===== src/rtl/cape_pkg.sv =====
// Shared types and helpers for the cape_stream stochastic-number generator.
package cape_pkg;

  typedef enum logic [1:0] {
    IDLE = 2'd0,
    RUN  = 2'd1,
    DONE = 2'd2
  } cape_state_e;

  // Trailing-zero count of the low w bits of v; an all-zero value reports w.
  function automatic int unsigned cape_tz(input logic [31:0] v, input int unsigned w);
    int unsigned n;
    bit          hit;
    n   = w;
    hit = 1'b0;
    for (int unsigned j = 0; j < 32; j++) begin
      if ((j < w) && !hit && v[j[4:0]]) begin
        n   = j;
        hit = 1'b1;
      end
    end
    return n;
  endfunction

  // Shared counter bit that carries bit j of channel i.
  function automatic int unsigned cape_ilv_idx(input int unsigned i, input int unsigned j,
                                               input int unsigned n);
    return j * n + i;
  endfunction

endpackage


===== src/rtl/cape_stream_if.sv =====
// Start/operand request and sample stream bundle for cape_stream.
interface cape_stream_if #(
  parameter int unsigned WIDTH      = 8,
  parameter int unsigned NUM_INPUTS = 8
);
  localparam int unsigned CW = WIDTH * NUM_INPUTS;
  localparam int unsigned PW = $clog2(WIDTH + 1);
  localparam int unsigned RW = $clog2(CW + 1);

  logic                  start;
  logic                  start_ready;
  logic [WIDTH-1:0]      Bxs [NUM_INPUTS];
  logic [PW-1:0]         prec;
  logic                  abort;
  logic                  x_valid;
  logic                  x_ready;
  logic [NUM_INPUTS-1:0] Xs;
  logic                  last;
  logic                  done;
  logic [RW-1:0]         run_len_log2;

  modport master (
    output start, Bxs, prec, abort, x_ready,
    input  start_ready, x_valid, Xs, last, done, run_len_log2
  );

  modport slave (
    input  start, Bxs, prec, abort, x_ready,
    output start_ready, x_valid, Xs, last, done, run_len_log2
  );

endinterface


===== src/rtl/cape_skip_ctr.sv =====
// Shared sample counter whose skipped bits stay zero and pass the carry through.
module cape_skip_ctr #(
  parameter int unsigned CW = 64
) (
  input  logic          clk,
  input  logic          rst_n,
  input  logic          load,
  input  logic          kill,
  input  logic          adv,
  input  logic [CW-1:0] skip,
  output logic [CW-1:0] count_c,
  output logic          last,
  output logic          ovf_c
);
  logic [CW-1:0] cnt;
  logic [CW-1:0] mask;
  logic [CW-1:0] inc;

  // Forcing skipped bits to 1 lets a plain +1 ripple straight through them.
  always_comb begin
    inc     = ((cnt | mask) + CW'(1)) & ~mask;
    ovf_c   = adv & (&(cnt | mask));
    count_c = cnt;
    if (kill || load) begin
      count_c = '0;
    end else if (adv) begin
      count_c = inc;
    end
  end

  always_ff @(posedge clk or negedge rst_n) begin
    if (!rst_n) begin
      cnt  <= '0;
      mask <= '0;
      last <= 1'b0;
    end else begin
      cnt <= count_c;
      if (kill) begin
        last <= 1'b0;
      end else if (load) begin
        mask <= skip;
        last <= &skip;
      end else if (adv) begin
        last <= &(inc | mask);
      end
    end
  end

endmodule


===== src/rtl/cape_stream.sv =====
// Handshaked stochastic-number stream: latches operands on start, then emits
// one comparison sample per accepted beat from an interleaved skip counter.
module cape_stream
  import cape_pkg::*;
#(
  parameter int unsigned WIDTH      = 8,
  parameter int unsigned NUM_INPUTS = 8,
  parameter bit          ET_EN      = 1'b1
) (
  input logic          clk,
  input logic          rst_n,
  cape_stream_if.slave bus
);
  localparam int unsigned CW = WIDTH * NUM_INPUTS;
  localparam int unsigned PW = $clog2(WIDTH + 1);
  localparam int unsigned RW = $clog2(CW + 1);
  localparam int unsigned IW = (CW > 1) ? $clog2(CW) : 1;

  cape_state_e           state, state_nxt;
  logic                  load, kill, hs, ovf_c, last;
  logic [CW-1:0]         count_c, skip_new;
  logic [PW-1:0]         prec_eff;
  logic [WIDTH-1:0]      keep;
  logic [WIDTH-1:0]      bm_new [NUM_INPUTS];
  logic [WIDTH-1:0]      bm_q   [NUM_INPUTS];
  logic [RW-1:0]         len_new, run_len_q;
  logic [NUM_INPUTS-1:0] xs_nxt, xs_q;
  logic                  x_valid_q, done_q, start_ready_q;

  assign hs = x_valid_q & bus.x_ready;

  // Truncated operands are zero below the kept MSBs, so their trailing-zero
  // count already covers the truncation part of the skip rule.
  always_comb begin
    int unsigned tz;
    prec_eff = (ET_EN && (bus.prec < PW'(WIDTH))) ? bus.prec : PW'(WIDTH);
    keep     = ~((WIDTH'(1) << (PW'(WIDTH) - prec_eff)) - WIDTH'(1));
    skip_new = '0;
    len_new  = '0;
    tz       = 0;
    for (int unsigned i = 0; i < NUM_INPUTS; i++) begin
      bm_new[i] = bus.Bxs[i] & keep;
      tz        = ET_EN ? cape_tz(32'(bm_new[i]), WIDTH) : 0;
      len_new   = len_new + RW'(WIDTH - tz);
      for (int unsigned j = 0; j < WIDTH; j++) begin
        skip_new[IW'(cape_ilv_idx(i, j, NUM_INPUTS))] = (j < tz);
      end
    end
  end

  always_comb begin
    state_nxt = state;
    load      = 1'b0;
    kill      = 1'b0;
    unique case (state)
      IDLE: begin
        if (bus.start) begin
          load      = 1'b1;
          state_nxt = RUN;
        end
      end
      RUN: begin
        if (bus.abort) begin
          kill      = 1'b1;
          state_nxt = IDLE;
        end else if (ovf_c) begin
          kill      = 1'b1;
          state_nxt = DONE;
        end
      end
      DONE:    state_nxt = IDLE;
      default: state_nxt = IDLE;
    endcase
  end

  // Next sample from the count and operands that will be live next cycle.
  always_comb begin
    logic [WIDTH-1:0] v;
    logic [WIDTH-1:0] bm;
    xs_nxt = '0;
    v      = '0;
    bm     = '0;
    for (int unsigned i = 0; i < NUM_INPUTS; i++) begin
      v = '0;
      for (int unsigned j = 0; j < WIDTH; j++) begin
        v[j] = count_c[IW'(cape_ilv_idx(i, j, NUM_INPUTS))];
      end
      bm        = load ? bm_new[i] : bm_q[i];
      xs_nxt[i] = (state_nxt == RUN) && (v < bm);
    end
  end

  always_ff @(posedge clk or negedge rst_n) begin
    if (!rst_n) begin
      state         <= IDLE;
      x_valid_q     <= 1'b0;
      xs_q          <= '0;
      done_q        <= 1'b0;
      start_ready_q <= 1'b1;
      run_len_q     <= '0;
      for (int unsigned i = 0; i < NUM_INPUTS; i++) bm_q[i] <= '0;
    end else begin
      state         <= state_nxt;
      x_valid_q     <= (state_nxt == RUN);
      xs_q          <= xs_nxt;
      done_q        <= (state_nxt == DONE);
      start_ready_q <= (state_nxt == IDLE);
      if (load) begin
        bm_q      <= bm_new;
        run_len_q <= len_new;
      end
    end
  end

  cape_skip_ctr #(.CW(CW)) u_ctr (
    .clk     (clk),
    .rst_n   (rst_n),
    .load    (load),
    .kill    (kill),
    .adv     (hs),
    .skip    (skip_new),
    .count_c (count_c),
    .last    (last),
    .ovf_c   (ovf_c)
  );

  assign bus.start_ready  = start_ready_q;
  assign bus.x_valid      = x_valid_q;
  assign bus.Xs           = xs_q;
  assign bus.last         = last;
  assign bus.done         = done_q;
  assign bus.run_len_log2 = run_len_q;

endmodule


===== src/flat_wrapper.sv =====
// flat-port wrapper written by rule: the top's interface ports become plain ports
module cape_stream_flat import cape_pkg::*;
#(
  parameter int unsigned WIDTH      = 8,
  parameter int unsigned NUM_INPUTS = 8,
  parameter bit          ET_EN      = 1'b1
)
  (clk, rst_n, bus_start, bus_Bxs, bus_prec, bus_abort, bus_x_ready, bus_start_ready, bus_x_valid, bus_Xs, bus_last, bus_done, bus_run_len_log2);
  cape_stream_if #(.WIDTH(WIDTH), .NUM_INPUTS(NUM_INPUTS)) bus_i ();
  input logic clk;
  input logic rst_n;
  input wire logic [$bits(bus_i.start)-1:0] bus_start;
  input wire logic [$bits(bus_i.Bxs)-1:0] bus_Bxs;
  input wire logic [$bits(bus_i.prec)-1:0] bus_prec;
  input wire logic [$bits(bus_i.abort)-1:0] bus_abort;
  input wire logic [$bits(bus_i.x_ready)-1:0] bus_x_ready;
  output wire logic [$bits(bus_i.start_ready)-1:0] bus_start_ready;
  output wire logic [$bits(bus_i.x_valid)-1:0] bus_x_valid;
  output wire logic [$bits(bus_i.Xs)-1:0] bus_Xs;
  output wire logic [$bits(bus_i.last)-1:0] bus_last;
  output wire logic [$bits(bus_i.done)-1:0] bus_done;
  output wire logic [$bits(bus_i.run_len_log2)-1:0] bus_run_len_log2;
  assign bus_i.start = bus_start;
  assign bus_i.Bxs = {>>{bus_Bxs}};
  assign bus_i.prec = bus_prec;
  assign bus_i.abort = bus_abort;
  assign bus_i.x_ready = bus_x_ready;
  assign bus_start_ready = bus_i.start_ready;
  assign bus_x_valid = bus_i.x_valid;
  assign bus_Xs = bus_i.Xs;
  assign bus_last = bus_i.last;
  assign bus_done = bus_i.done;
  assign bus_run_len_log2 = bus_i.run_len_log2;
  cape_stream #(.WIDTH(WIDTH), .NUM_INPUTS(NUM_INPUTS), .ET_EN(ET_EN)) u_core (.clk(clk), .rst_n(rst_n), .bus(bus_i));
endmodule

===== config.mk =====
export PLATFORM = sky130hd
export DESIGN_NAME = cape_stream_flat
export DESIGN_NICKNAME = d
export VERILOG_FILES = /design/src/rtl/cape_pkg.sv /design/src/rtl/cape_stream_if.sv /design/src/rtl/cape_skip_ctr.sv /design/src/rtl/cape_stream.sv /design/src/flat_wrapper.sv
export SDC_FILE = /design/constraint.sdc
export NUM_CORES = 1
export LEC_CHECK = 0
export ABC_AREA = 1
export BUFFER_PORTS_ARGS = -buffer_cell sky130_fd_sc_hd__buf_2
export CAP_MARGIN = 20
export CORE_AREA = 8 8 233 235
export CTS_CLUSTER_DIAMETER = 80
export DETAILED_ROUTE_END_ITERATION = 8
export DIE_AREA = 0 0 241 243
export GPL_TIMING_DRIVEN = 0
export PLACE_DENSITY_LB_ADDON = 0.25
export SETUP_SLACK_MARGIN = 0.3
export SYNTH_ARGS = -nofsm -noshare
export SYNTH_HDL_FRONTEND = slang
export SYNTH_SLANG_ARGS = --single-unit
export TNS_END_PERCENT = 50

===== constraint.sdc =====
create_clock -name clk -period 2.9 [get_ports clk]
set_input_delay 0.145 -clock clk [delete_from_list [all_inputs] [get_ports clk]]
set_output_delay 0.145 -clock clk [all_outputs]
set_load 0.05 [all_outputs]

==> tab_implementation.tex, run 1 <==
\begin{tabular}{lr}
\hline
Metric & Value \\
\hline
\multicolumn{2}{l}{\textbf{Status}} \\
Status & complete, but fails checks \\
Failing checks & setup timing \\
\multicolumn{2}{l}{\textbf{CTS}} \\
CTS tree & yes \\
CTS root buffer & sky130\_fd\_sc\_hd\_\_clkbuf\_16 \\
Clk sink count & 213 \\
Worst-case clock buffer depth & 3 \\
Number of levels the H-tree was split into & 1 \\
Clock-pin slew of the registers on the worst-case setup and hold paths & 0.06 ns \\
Num CTS Buffers & 26 \\
Worst-Skew Late Latency & 0.56 ns \\
\multicolumn{2}{l}{\textbf{Setup path}} \\
Max stage delay cell, worst path & sky130\_fd\_sc\_hd\_\_fa\_1 \\
Data required time at the worst endpoint & 3.32 ns \\
Nature of the critical path startpoint & input pin \\
Endpoint arrival time on the critical path & 5.04 ns \\
Setup Crit Path Kind & in2reg \\
Reg2Reg Setup Slack & -0.66 ns \\
R2R Path Start & u\_core.state[1] \\
Cell class contributing the biggest share of worst-path delay & adder cells \\
Number of buffer and inverter stages on the critical path & 11 \\
Critical path's largest stage delay & 0.54 ns \\
Worst R2R Path Depth & 12 \\
Logic depth of the worst path, buffers included & 32 \\
CP Capture Type & register \\
Worst reg2reg path endpoint & u\_core.bus.Xs[1] \\
Crit path top cell by count & sky130\_fd\_sc\_hd\_\_inv\_2 \\
Biggest fanout along the worst timing path & 8 \\
\multicolumn{2}{l}{\textbf{Die}} \\
Core Area & 50,700 um2 \\
Initial Utilization & 31.6\% \\
Top-level I/O count & 92 \\
Cell row count & 83 \\
Chip Width & 241 um \\
Die Outline Area & 58,600 um2 \\
Die Y-Extent & 243 um \\
\multicolumn{2}{l}{\textbf{Synthesis}} \\
Number of unique standard cell types used by synthesis & 53 \\
Number of warnings printed during yosys synthesis & 0 \\
Seq/Total Area, Yosys & 33.3\% \\
Leading post-synthesis cells by cell area & sky130\_fd\_sc\_hd\_\_dfrtp\_1 33\%, sky130\_fd\_sc\_hd\_\_nand2\_1 17\%, sky130\_fd\_sc\_hd\_\_inv\_1 6.9\% \\
Mean Syn Cell Area & 6.98 um2 \\
Number of synthesized register bits & 213 \\
Share of Yosys cell area claimed by the top area cell type & 33.2\% \\
Main flop type after synthesis & sky130\_fd\_sc\_hd\_\_dfrtp\_1 \\
Syn nets & 2,458 \\
Post-Syn Instances & 2,291 \\
Total standard cell area after synthesis & 16,000 um2 \\
Number of enable-type register cells in the synthesized netlist & 0 \\
Synth area leader & sky130\_fd\_sc\_hd\_\_dfrtp\_1 \\
Share of flip-flops with an asynchronous set or reset & 100\% \\
\multicolumn{2}{l}{\textbf{Power and ir drop}} \\
Power share of the clock group & 24.2\% \\
Static power due to leakage & 10.5 nW \\
Worst voltage drop across the vdd grid & 1350 uV \\
Pwr dens & 649 nW/um2 \\
Sequential Power Share & 27.2\% \\
Internal Pwr Total & 0.00794 W \\
Combinational fraction of design power & 48.5\% \\
Net switching power & 0.00616 W \\
Tot Pwr & 0.0141 W \\
Net Sw Frac & 43.7\% \\
\multicolumn{2}{l}{\textbf{Min path}} \\
Hold path startpoint & bus\_Bxs[9] \\
Type of the worst min-delay path & in2reg \\
Hold path depth & 4 \\
Worst hold endpoint & u\_core.u\_ctr.mask[14] \\
\multicolumn{2}{l}{\textbf{STA}} \\
Shortest period the worst path allows & 4.63 ns \\
Worst slew slack as a fraction of its limit & 20.8\% \\
FMAX & 0.216 GHz \\
Worst hold margin & 0.00768 ns \\
Clock skew after layout & 0.0123 ns \\
Final Setup Violations & 14 \\
Actual slew at the worst max-slew pin & 1.19 ns \\
Final setup margin & -1.73 ns \\
Ratio of final minimum period to clock period & 160\% \\
Max Transition Viols Final & 0 \\
Unrepaired setup endpoints after global routing & true \\
Hold Vio Cnt, Final & 0 \\
\multicolumn{2}{l}{\textbf{Global route}} \\
Largest net degree at the start of global routing & 114 \\
First-pass GRT wire length & 111,000 um \\
Antenna violations before repair & 1 \\
GRT Util Overall & 25.7\% \\
Leftover overflow at the end of global routing & 0 \\
Number of global-route vias before repair & 16,600 \\
\multicolumn{2}{l}{\textbf{Drt}} \\
Number of routed nets with antenna violations & 0 \\
Via count & 16,700 \\
Initial DRC Count & 1,325 \\
Number of iterations in the first detailed-routing pass & 5 \\
Post-DR vias/cell & 5.12 \\
Routed length per instance & 23.5 um \\
Final wirelength & 76,700 um \\
DRC violations left & 0 \\
\multicolumn{2}{l}{\textbf{Cells and area}} \\
Most frequent cells in the layout & 645 x sky130\_fd\_sc\_hd\_\_nand2\_1, 268 x sky130\_fd\_sc\_hd\_\_inv\_1, 233 x sky130\_fd\_sc\_hd\_\_nor2\_1, 187 x sky130\_fd\_sc\_hd\_\_dfrtp\_1, 132 x sky130\_fd\_sc\_hd\_\_o21ai\_0 \\
Number of inserted diodes & 0 \\
Filler instances & 5,224 \\
Area growth from synthesis to final layout & 35.8\% \\
Ratio of cells with drive above 1 in the final layout & 31.4\% \\
Layout Utilization & 42.8\% \\
Fin nets & 2,734 \\
Most common cell after layout, fill and taps aside & sky130\_fd\_sc\_hd\_\_nand2\_1 \\
\multicolumn{2}{l}{\textbf{Placement}} \\
Worst slack, placed & -3.12 ns \\
IO buf count & 91 \\
Global placer's final weighted congestion & 0.930 \\
HPWL after detailed placement & 61,000 um \\
\multicolumn{2}{l}{\textbf{Run}} \\
MaxCap Viol Count & 0 \\
\hline
\end{tabular}
what timing repair did:
item                                    CTS  global route
endpoints found under the setup margin  184           108
setup buffers                            86            51
gates resized for setup                 396           120
hold endpoints to repair                113             1
gates cloned                              2             2
hold buffers                             13             1
pin swaps                               106            86
registers in the layout, summed over array words and instances, names as in the netlist:
name / flops
u_core.bm_q: 64
u_core.u_ctr.cnt: 64
u_core.u_ctr.mask: 64
u_core.bus.Xs: 8
u_core.bus.run_len_log2: 7
u_core.state: 2
u_core.bus.done: 1
u_core.bus.start_ready: 1
u_core.bus.x_valid: 1
u_core.u_ctr.last: 1
cell type report:
| type | count | area [um2] | share of cell area, % |
|---|---|---|---|
| clock buffers | 40 | 764 | 3.52 |
| multi-input cells | 1693 | 11000 | 50.5 |
| plain buffers | 50 | 388 | 1.79 |
| flip-flops and latches | 213 | 5360 | 24.7 |
| inverters | 335 | 1330 | 6.14 |
| clock inverters | 8 | 98.8 | 0.455 |
| repair buffers | 247 | 1940 | 8.93 |
| repair inverters | 1 | 6.26 | 0.0288 |
| well taps | 680 | 851 | 3.92 |
Yosys cell counts, drive strengths merged, types with 2 or more instances:
cell type and number:
a21oi 58, a31oi 3, a41oi 2, buf 18
clkbuf 32, dfrtp 212, fa 21, ha 73
inv 335, nand2 783, nand3 108, nand3b 14
nand4 17, nor2 339, nor3 5, nor4 2
o2111ai 4, o211ai 13, o21a 9, o21ai 158
o22ai 5, o32ai 19, o41ai 21, or2 24
xor2 7
power groups by stage:
stage / logic [W] / clock network [W] / registers (W)
4_1_cts: 0.00632 / 0.00346 / 0.00381
6_report: 0.00685 / 0.00342 / 0.00384
3_5_place_dp: 0.00521 / 0 / 0.00383
2_1_floorplan: 0.00322 / 0 / 0.00396
5_1_grt: 0.00742 / 0.00355 / 0.00388
3_3_place_gp: 0.00520 / 0 / 0.00381
through the flow:
| stage | area (um2) | setup TNS (ns) | std cells |
|---|---|---|---|
| after floorplan | 16100 | -9.14 | 2291 |
| after global placement | 17400 | -548.14 | 3062 |
| after detailed placement | 17400 | -53.14 | 3063 |
| after CTS | 20700 | -12.05 | 3212 |
| after global routing | 21700 | -13.89 | 3267 |
| final | 21700 | -12.29 | 3267 |
tightest hold or removal path: stages:
cell and delay, ns:
sky130_fd_sc_hd__buf_2 0.09, sky130_fd_sc_hd__nand2_2 0.07, sky130_fd_sc_hd__nand2_2 0.12, sky130_fd_sc_hd__o21ai_0 0.10
how the worst max path moves through the flow:
stage                 from                    endpoint  slack, ns
6_report       bus_prec[3]  u_core.bus.run_len_log2[6]      -1.73
3_3_place_gp   bus_prec[3]  u_core.bus.run_len_log2[5]      -3.07
2_1_floorplan  bus_prec[3]  u_core.bus.run_len_log2[6]      -1.82
5_1_grt        bus_prec[3]  u_core.bus.run_len_log2[6]      -1.89
4_1_cts        bus_prec[3]  u_core.bus.run_len_log2[6]      -1.76
3_5_place_dp   bus_prec[3]  u_core.bus.run_len_log2[5]      -3.12
cell families (layout without fill, tap and decap cells):
family | Yosys count | after routing | synth area share (%)
xor+xnor | 8 | 8 | 0.485
flops | 213 | 213 | 33.3
buf+inv | 385 | 681 | 9.50
simple gates | 1293 | 1293 | 35.6
compound gates | 298 | 298 | 12.8
fa+ha+maj | 94 | 94 | 8.34
layer usage:
layer,global-route usage (%),up-vias,share of wire [%]
met5,0,-,0
met4,10.5,0,5.2
met3,2.12,136,6.0
met2,42.9,633,47
met1,33.8,8131,42
li1,-,7814,-
(Power assumes the default switching activity.)
==> inputs of run 2 (changes only) <==
==> constraint.sdc (replaced) <==
create_clock -name clk -period 5.5 [get_ports clk]
set_input_delay 0.275 -clock clk [delete_from_list [all_inputs] [get_ports clk]]
set_output_delay 0.275 -clock clk [all_outputs]
set_load 0.05 [all_outputs]
==> run 2 against run 1 <==
The flow now finishes without violations; sequential cell count stayed put; utilization is 5.9 points lower; sequential share of layout area is 3.8 points higher; via count is 4.9% lower; first-iteration DRC count is 15% lower; die area stayed put; non-clock buffer count is 133 lower; clock power is 46% lower; critical path depth stayed put; power is 52% lower; highest routed layer unchanged.
==> tab_implementation.tex, run 2 (same netlist as run 1, synthesis figures left out) <==
\begin{tabular}{lr}
\hline
Metric & Value \\
\hline
\multicolumn{2}{l}{\textbf{CTS}} \\
CTS root buffer & sky130\_fd\_sc\_hd\_\_clkbuf\_16 \\
Clk sink count & 213 \\
Num CTS Buffers & 27 \\
CTS tree & yes \\
Clock-pin slew of the registers on the worst-case setup and hold paths & 0.06 ns \\
Number of levels the H-tree was split into & 1 \\
Worst-Skew Late Latency & 0.56 ns \\
Worst-case clock buffer depth & 3 \\
\multicolumn{2}{l}{\textbf{Cells and area}} \\
Most frequent cells in the layout & 705 x sky130\_fd\_sc\_hd\_\_nand2\_1, 286 x sky130\_fd\_sc\_hd\_\_inv\_1, 282 x sky130\_fd\_sc\_hd\_\_nor2\_1, 212 x sky130\_fd\_sc\_hd\_\_dfrtp\_1, 150 x sky130\_fd\_sc\_hd\_\_o21ai\_0 \\
Ratio of cells with drive above 1 in the final layout & 18.3\% \\
Most common cell after layout, fill and taps aside & sky130\_fd\_sc\_hd\_\_nand2\_1 \\
Fin nets & 2,602 \\
Layout Utilization & 36.9\% \\
Number of inserted diodes & 0 \\
Filler instances & 5,556 \\
Area growth from synthesis to final layout & 16.9\% \\
Largest regs & u\_core.bm\_q x64, u\_core.u\_ctr.cnt x64, u\_core.u\_ctr.mask x64 \\
\multicolumn{2}{l}{\textbf{Setup path}} \\
Data required time at the worst endpoint & 5.97 ns \\
Worst reg2reg path endpoint & u\_core.bus.Xs[4] \\
Biggest fanout along the worst timing path & 10 \\
Worst R2R Path Depth & 25 \\
Start point of the critical path & bus\_prec[3] \\
Max stage delay cell, worst path & sky130\_fd\_sc\_hd\_\_fa\_1 \\
CP Capture Type & register \\
Nature of the critical path startpoint & input pin \\
Setup Crit Path Kind & in2reg \\
Critical path's largest stage delay & 0.55 ns \\
Endpoint arrival time on the critical path & 5.50 ns \\
R2R Path Start & u\_core.u\_ctr.cnt[0] \\
Reg2Reg Setup Slack & 0.71 ns \\
\multicolumn{2}{l}{\textbf{Min path}} \\
Type of the worst min-delay path & in2reg \\
Hold path startpoint & bus\_Bxs[57] \\
Hold path depth & 4 \\
Worst hold endpoint & u\_core.u\_ctr.mask[8] \\
\multicolumn{2}{l}{\textbf{Drt}} \\
Met3 wire length & 3870 um \\
DRC violations left & 0 \\
Via count & 15,900 \\
Routed met2 length & 32,800 um \\
Wire length the detailed router placed on met1 & 32,100 um \\
Number of routed nets with antenna violations & 0 \\
Routed length per instance & 23.1 um \\
Number of iterations in the first detailed-routing pass & 7 \\
Post-DR vias/cell & 5.07 \\
Uppermost layer routed & met4 \\
Initial DRC Count & 1,130 \\
Final wirelength & 72,500 um \\
\multicolumn{2}{l}{\textbf{Die}} \\
Core Area & 50,700 um2 \\
Initial Utilization & 31.6\% \\
Die Outline Area & 58,600 um2 \\
Die Y-Extent & 243 um \\
Cell row count & 83 \\
Top-level I/O count & 92 \\
Chip Width & 241 um \\
\multicolumn{2}{l}{\textbf{STA}} \\
Max Transition Viols Final & 0 \\
Final Setup Violations & 0 \\
Shortest period the worst path allows & 5.03 ns \\
FMAX & 0.199 GHz \\
Hold Vio Cnt, Final & 0 \\
Post-route setup TNS & 0 ns \\
Actual slew at the worst max-slew pin & 1.02 ns \\
Final setup margin & 0.469 ns \\
Clock skew after layout & 0.0227 ns \\
Ratio of final minimum period to clock period & 91.5\% \\
Unrepaired setup endpoints after global routing & false \\
Worst slew slack as a fraction of its limit & 31.3\% \\
\multicolumn{2}{l}{\textbf{Power and ir drop}} \\
Sequential Power Share & 29.6\% \\
Worst voltage drop across the vdd grid & 306 uV \\
Net Sw Frac & 43.4\% \\
Tot Pwr & 0.00677 W \\
Static power due to leakage & 9.07 nW \\
Internal Pwr Total & 0.00383 W \\
Net switching power & 0.00294 W \\
Combinational fraction of design power & 43.3\% \\
Power share of the clock group & 27.1\% \\
Pwr dens & 362 nW/um2 \\
\multicolumn{2}{l}{\textbf{Global route}} \\
Largest net degree at the start of global routing & 114 \\
GRT Util Overall & 24.3\% \\
Number of global-route vias before repair & 15,800 \\
Leftover overflow at the end of global routing & 0 \\
First-pass GRT wire length & 105,000 um \\
Antenna violations before repair & 0 \\
\multicolumn{2}{l}{\textbf{Placement}} \\
HPWL after detailed placement & 60,500 um \\
Worst slack, placed & -1.07 ns \\
IO buf count & 91 \\
Global placer's final weighted congestion & 0.972 \\
\multicolumn{2}{l}{\textbf{Status}} \\
Status & finished clean \\
\multicolumn{2}{l}{\textbf{Run}} \\
MaxCap Viol Count & 0 \\
\hline
\end{tabular}
## run 2: cell count changes in the layout (fill, tap and decap cells not counted), moves of 23 or more
cell / change
sky130_fd_sc_hd__nor2_4: -34
sky130_fd_sc_hd__nor2_1: +49
sky130_fd_sc_hd__dfrtp_1: +25
sky130_fd_sc_hd__dfrtp_2: -25
sky130_fd_sc_hd__buf_4: -90
sky130_fd_sc_hd__nand2_4: -37
sky130_fd_sc_hd__a21oi_1: +23
sky130_fd_sc_hd__nand2_1: +60
## run 2: stage by stage
step	area, um2	hold slack (ns)	std cells
3_3_place_gp	17300	0.462	3062
2_1_floorplan	16000	-0.0206	2291
3_5_place_dp	17300	0.411	3063
6_report	18700	0.0641	3134
4_1_cts	18400	0.0440	3116
5_1_grt	18700	0.0909	3134
## run 2: cell type report
type / instances / area (um2) / area share (%)
Tap cell: 680 / 851 / 4.55
Clock inverter: 11 / 120 / 0.642
Inverter: 335 / 1270 / 6.80
Clock buffer: 37 / 773 / 4.13
Buffer: 50 / 267 / 1.43
Sequential cell: 213 / 5330 / 28.5
Timing Repair Buffer: 114 / 663 / 3.55
Multi-Input combinational cell: 1694 / 9420 / 50.4
## run 2: critical path, delay by kind of cell
kind            cells  cell delay, ns
fa+ha+maj           7            2.78
buf+inv            12            1.14
simple gates        9            0.75
compound gates      3            0.44
xor+xnor            1            0.13
## run 2: worst max-delay path by stage
stage	slack (ns)	depth (start not counted)	endpoint
2_1_floorplan	0.33	30	u_core.bus.run_len_log2[6]
3_3_place_gp	-1.05	30	u_core.bus.run_len_log2[5]
3_5_place_dp	-1.07	30	u_core.bus.run_len_log2[5]
4_1_cts	0.31	31	u_core.bus.run_len_log2[6]
5_1_grt	0.26	32	u_core.bus.run_len_log2[6]
6_report	0.47	32	u_core.bus.run_len_log2[4]
## run 2: timing repair
action | in CTS | in global routing
buffers inserted | 3 | 17
hold endpoints to repair | 102 | 0
gates cloned | 0 | 1
pin swaps | 5 | 16
setup endpoints to repair | 5 | 4
hold buffers | 2 | 0
resized for setup | 31 | 52
## run 2: routing by layer
layer	global-route usage (%)	vias up
met1	32.2	7711
li1	-	7544
met4	11.0	0
met5	0	-
met2	39.1	518
met3	3.25	122
## run 2: power by group through the flow
stage / Sequential [W] / Clock [W] / Combinational, W
after floorplan: 0.00209 / 0 / 0.00164
after global placement: 0.00201 / 0 / 0.00266
after detailed placement: 0.00202 / 0 / 0.00267
after CTS: 0.00199 / 0.00186 / 0.00283
after global routing: 0.00203 / 0.00191 / 0.00323
final: 0.00201 / 0.00183 / 0.00293
==> inputs of run 3 (changes only) <==
--- a/config.mk
+++ b/config.mk
@@ -14,6 +14,7 @@
 export DIE_AREA = 0 0 241 243
 export GPL_TIMING_DRIVEN = 0
 export PLACE_DENSITY_LB_ADDON = 0.25
+export REMOVE_ABC_BUFFERS = 1
 export SETUP_SLACK_MARGIN = 0.3
 export SYNTH_ARGS = -nofsm -noshare
 export SYNTH_HDL_FRONTEND = slang
==> run 3 against run 2 <==
Utilization grew 0.12 points; sequential share of layout area shrank 0.089 points; final cell count shrank 1.1%; count of clock-buffer cells in the layout shrank 3.
==> tab_implementation.tex, run 3 (same netlist as run 1, synthesis figures left out) <==
\begin{tabular}{lr}
\hline
Metric & Value \\
\hline
\multicolumn{2}{l}{\textbf{CTS}} \\
Clk sink count & 213 \\
Clock-pin slew of the registers on the worst-case setup and hold paths & 0.06 ns \\
Worst-case clock buffer depth & 3 \\
CTS root buffer & sky130\_fd\_sc\_hd\_\_clkbuf\_16 \\
CTS tree & yes \\
Number of levels the H-tree was split into & 1 \\
Num CTS Buffers & 26 \\
Worst-Skew Late Latency & 0.57 ns \\
\multicolumn{2}{l}{\textbf{Setup path}} \\
Endpoint arrival time on the critical path & 5.42 ns \\
Data required time at the worst endpoint & 5.94 ns \\
CP Capture Type & register \\
Nature of the critical path startpoint & input pin \\
Biggest fanout along the worst timing path & 12 \\
Setup Crit Path Kind & in2reg \\
\multicolumn{2}{l}{\textbf{Drt}} \\
Number of routed nets with antenna violations & 0 \\
Post-DR vias/cell & 4.89 \\
Initial DRC Count & 1,077 \\
DRC violations left & 0 \\
Uppermost layer routed & met5 \\
Routed length per instance & 20.2 um \\
Wire length the detailed router placed on met1 & 29,000 um \\
Number of iterations in the first detailed-routing pass & 5 \\
Routed met2 length & 27,700 um \\
Final wirelength & 62,600 um \\
Via count & 15,200 \\
Met3 wire length & 3350 um \\
\multicolumn{2}{l}{\textbf{STA}} \\
Post-route setup TNS & 0 ns \\
Final Setup Violations & 0 \\
Shortest period the worst path allows & 4.98 ns \\
Hold Vio Cnt, Final & 0 \\
Final setup margin & 0.519 ns \\
Worst hold margin & 0.0450 ns \\
Ratio of final minimum period to clock period & 90.6\% \\
Actual slew at the worst max-slew pin & 0.953 ns \\
FMAX & 0.201 GHz \\
Clock skew after layout & 0.0162 ns \\
Unrepaired setup endpoints after global routing & false \\
Max Transition Viols Final & 0 \\
Worst slew slack as a fraction of its limit & 36.5\% \\
\multicolumn{2}{l}{\textbf{Cells and area}} \\
Most common cell after layout, fill and taps aside & sky130\_fd\_sc\_hd\_\_nand2\_1 \\
Ratio of cells with drive above 1 in the final layout & 18.6\% \\
Number of inserted diodes & 0 \\
Most frequent cells in the layout & 703 x sky130\_fd\_sc\_hd\_\_nand2\_1, 285 x sky130\_fd\_sc\_hd\_\_inv\_1, 282 x sky130\_fd\_sc\_hd\_\_nor2\_1, 212 x sky130\_fd\_sc\_hd\_\_dfrtp\_1, 150 x sky130\_fd\_sc\_hd\_\_o21ai\_0 \\
Filler instances & 5,452 \\
Fin nets & 2,565 \\
Largest regs & u\_core.bm\_q x64, u\_core.u\_ctr.cnt x64, u\_core.u\_ctr.mask x64 \\
Multi-input gate area & 9440 um2 \\
Area growth from synthesis to final layout & 17.3\% \\
Total area of sequential cells & 5330 um2 \\
\multicolumn{2}{l}{\textbf{Global route}} \\
Largest net degree at the start of global routing & 96 \\
GRT Util Overall & 21.1\% \\
Leftover overflow at the end of global routing & 0 \\
Number of global-route vias before repair & 15,200 \\
Antenna violations before repair & 2 \\
First-pass GRT wire length & 93,400 um \\
\multicolumn{2}{l}{\textbf{Placement}} \\
HPWL after detailed placement & 50,200 um \\
IO buf count & 91 \\
Global placer's final weighted congestion & 0.971 \\
Worst slack, placed & -1.21 ns \\
\multicolumn{2}{l}{\textbf{Die}} \\
Initial Utilization & 31.6\% \\
Chip Width & 241 um \\
Top-level I/O count & 92 \\
Core Area & 50,700 um2 \\
Die Outline Area & 58,600 um2 \\
Die Y-Extent & 243 um \\
Cell row count & 83 \\
\multicolumn{2}{l}{\textbf{Min path}} \\
Type of the worst min-delay path & in2reg \\
\multicolumn{2}{l}{\textbf{Run}} \\
MaxCap Viol Count & 0 \\
\multicolumn{2}{l}{\textbf{Power and ir drop}} \\
Pwr dens & 346 nW/um2 \\
Static power due to leakage & 9.09 nW \\
Worst voltage drop across the vdd grid & 198 uV \\
\multicolumn{2}{l}{\textbf{Status}} \\
Status & finished clean \\
\hline
\end{tabular}
[run 3: cell count changes in the layout (fill, tap and decap cells not counted), moves of 4 or more]
cell and delta:
sky130_fd_sc_hd__clkbuf_1 -30, sky130_fd_sc_hd__buf_2 -8, sky130_fd_sc_hd__clkbuf_8 -4, sky130_fd_sc_hd__buf_4 +4, sky130_fd_sc_hd__buf_6 -5, sky130_fd_sc_hd__buf_12 +6
[run 3: layout make-up]
type                            instances  share of cell area (%)
Tap cell                              680                    4.54
Inverter                              335                    6.87
Sequential cell                       213                    28.4
Clock buffer                           34                    3.85
Clock inverter                         14                    1.08
Multi-Input combinational cell       1693                    50.3
Timing Repair Buffer                  129                    4.92
[run 3: final timing paths]
path / cells past startpoint / startpoint / slack (ns) / to
worst max-delay path: 27 / bus_prec[3] / 0.52 / u_core.bus.run_len_log2[6]
worst min-delay path: 4 / bus_Bxs[50] / 0.04 / u_core.u_ctr.mask[17]
worst max register to register: 22 / u_core.u_ctr.cnt[0] / 0.84 / u_core.bus.Xs[7]
worst min register to register: 2 / u_core.bus.run_len_log2[2] / 0.48 / u_core.bus.run_len_log2[2]
max in group asynchronous: 3 / rst_n / 4.46 / u_core.u_ctr.cnt[19]
min in group asynchronous: 2 / rst_n / 0.19 / u_core.bm_q[14]
[run 3: stage by stage]
step | instances | total power [W] | utilization (%) | area, um2
after detailed placement | 3019 | 0.00452 | 34.0 | 17200
after global placement | 3012 | 0.00448 | 33.6 | 17000
after floorplan | 2241 | 0.00369 | - | 15700
after global routing | 3098 | 0.00695 | 37.0 | 18800
after CTS | 3080 | 0.00650 | 36.3 | 18400
final | 3098 | 0.00650 | 37.0 | 18800
[run 3: worst max-delay path: stages]
cell and delay [ns]:
sky130_fd_sc_hd__buf_6 0.15, sky130_fd_sc_hd__nor2_1 0.41, sky130_fd_sc_hd__clkinvlp_4 0.16, sky130_fd_sc_hd__buf_4 0.22, sky130_fd_sc_hd__nand2_1 0.11, sky130_fd_sc_hd__inv_1 0.09, sky130_fd_sc_hd__nor2_4 0.12, sky130_fd_sc_hd__nand2_2 0.07
sky130_fd_sc_hd__inv_1 0.07, sky130_fd_sc_hd__nand2_2 0.06, sky130_fd_sc_hd__inv_1 0.09, sky130_fd_sc_hd__nand2_2 0.06, sky130_fd_sc_hd__o21a_1 0.15, sky130_fd_sc_hd__o211ai_1 0.35, sky130_fd_sc_hd__fa_2 0.62, sky130_fd_sc_hd__fa_2 0.36
sky130_fd_sc_hd__inv_1 0.09, sky130_fd_sc_hd__fa_1 0.43, sky130_fd_sc_hd__inv_2 0.08, sky130_fd_sc_hd__fa_1 0.38, sky130_fd_sc_hd__inv_1 0.07, sky130_fd_sc_hd__ha_2 0.18, sky130_fd_sc_hd__inv_1 0.05, sky130_fd_sc_hd__fa_2 0.35
sky130_fd_sc_hd__o21ai_2 0.13, sky130_fd_sc_hd__xor2_1 0.21, sky130_fd_sc_hd__o21ai_1 0.07
[run 3: what timing repair did]
item                                   CTS  global route
hold buffers                             2             0
setup buffers                           11            18
resized for setup                       31            58
gates cloned                             0             0
setup endpoints to repair                5             4
endpoints found under the hold margin   57             0
pin swaps                                7            24
[run 3: routing by layer]
metal,vias up,global-route usage [%]
met5,-,0
met4,2,7.75
met2,405,33.5
li1,7464,-
met3,88,2.53
met1,7202,29.1
[run 3: power by group]
group / switching (W) / leakage, nW / internal [W]
clock: 0.000740 / 0.460 / 0.00116
combinational: 0.00180 / 5.93 / 0.000836
sequential: 0.000140 / 2.70 / 0.00183
total: 0.00268 / 9.09 / 0.00382
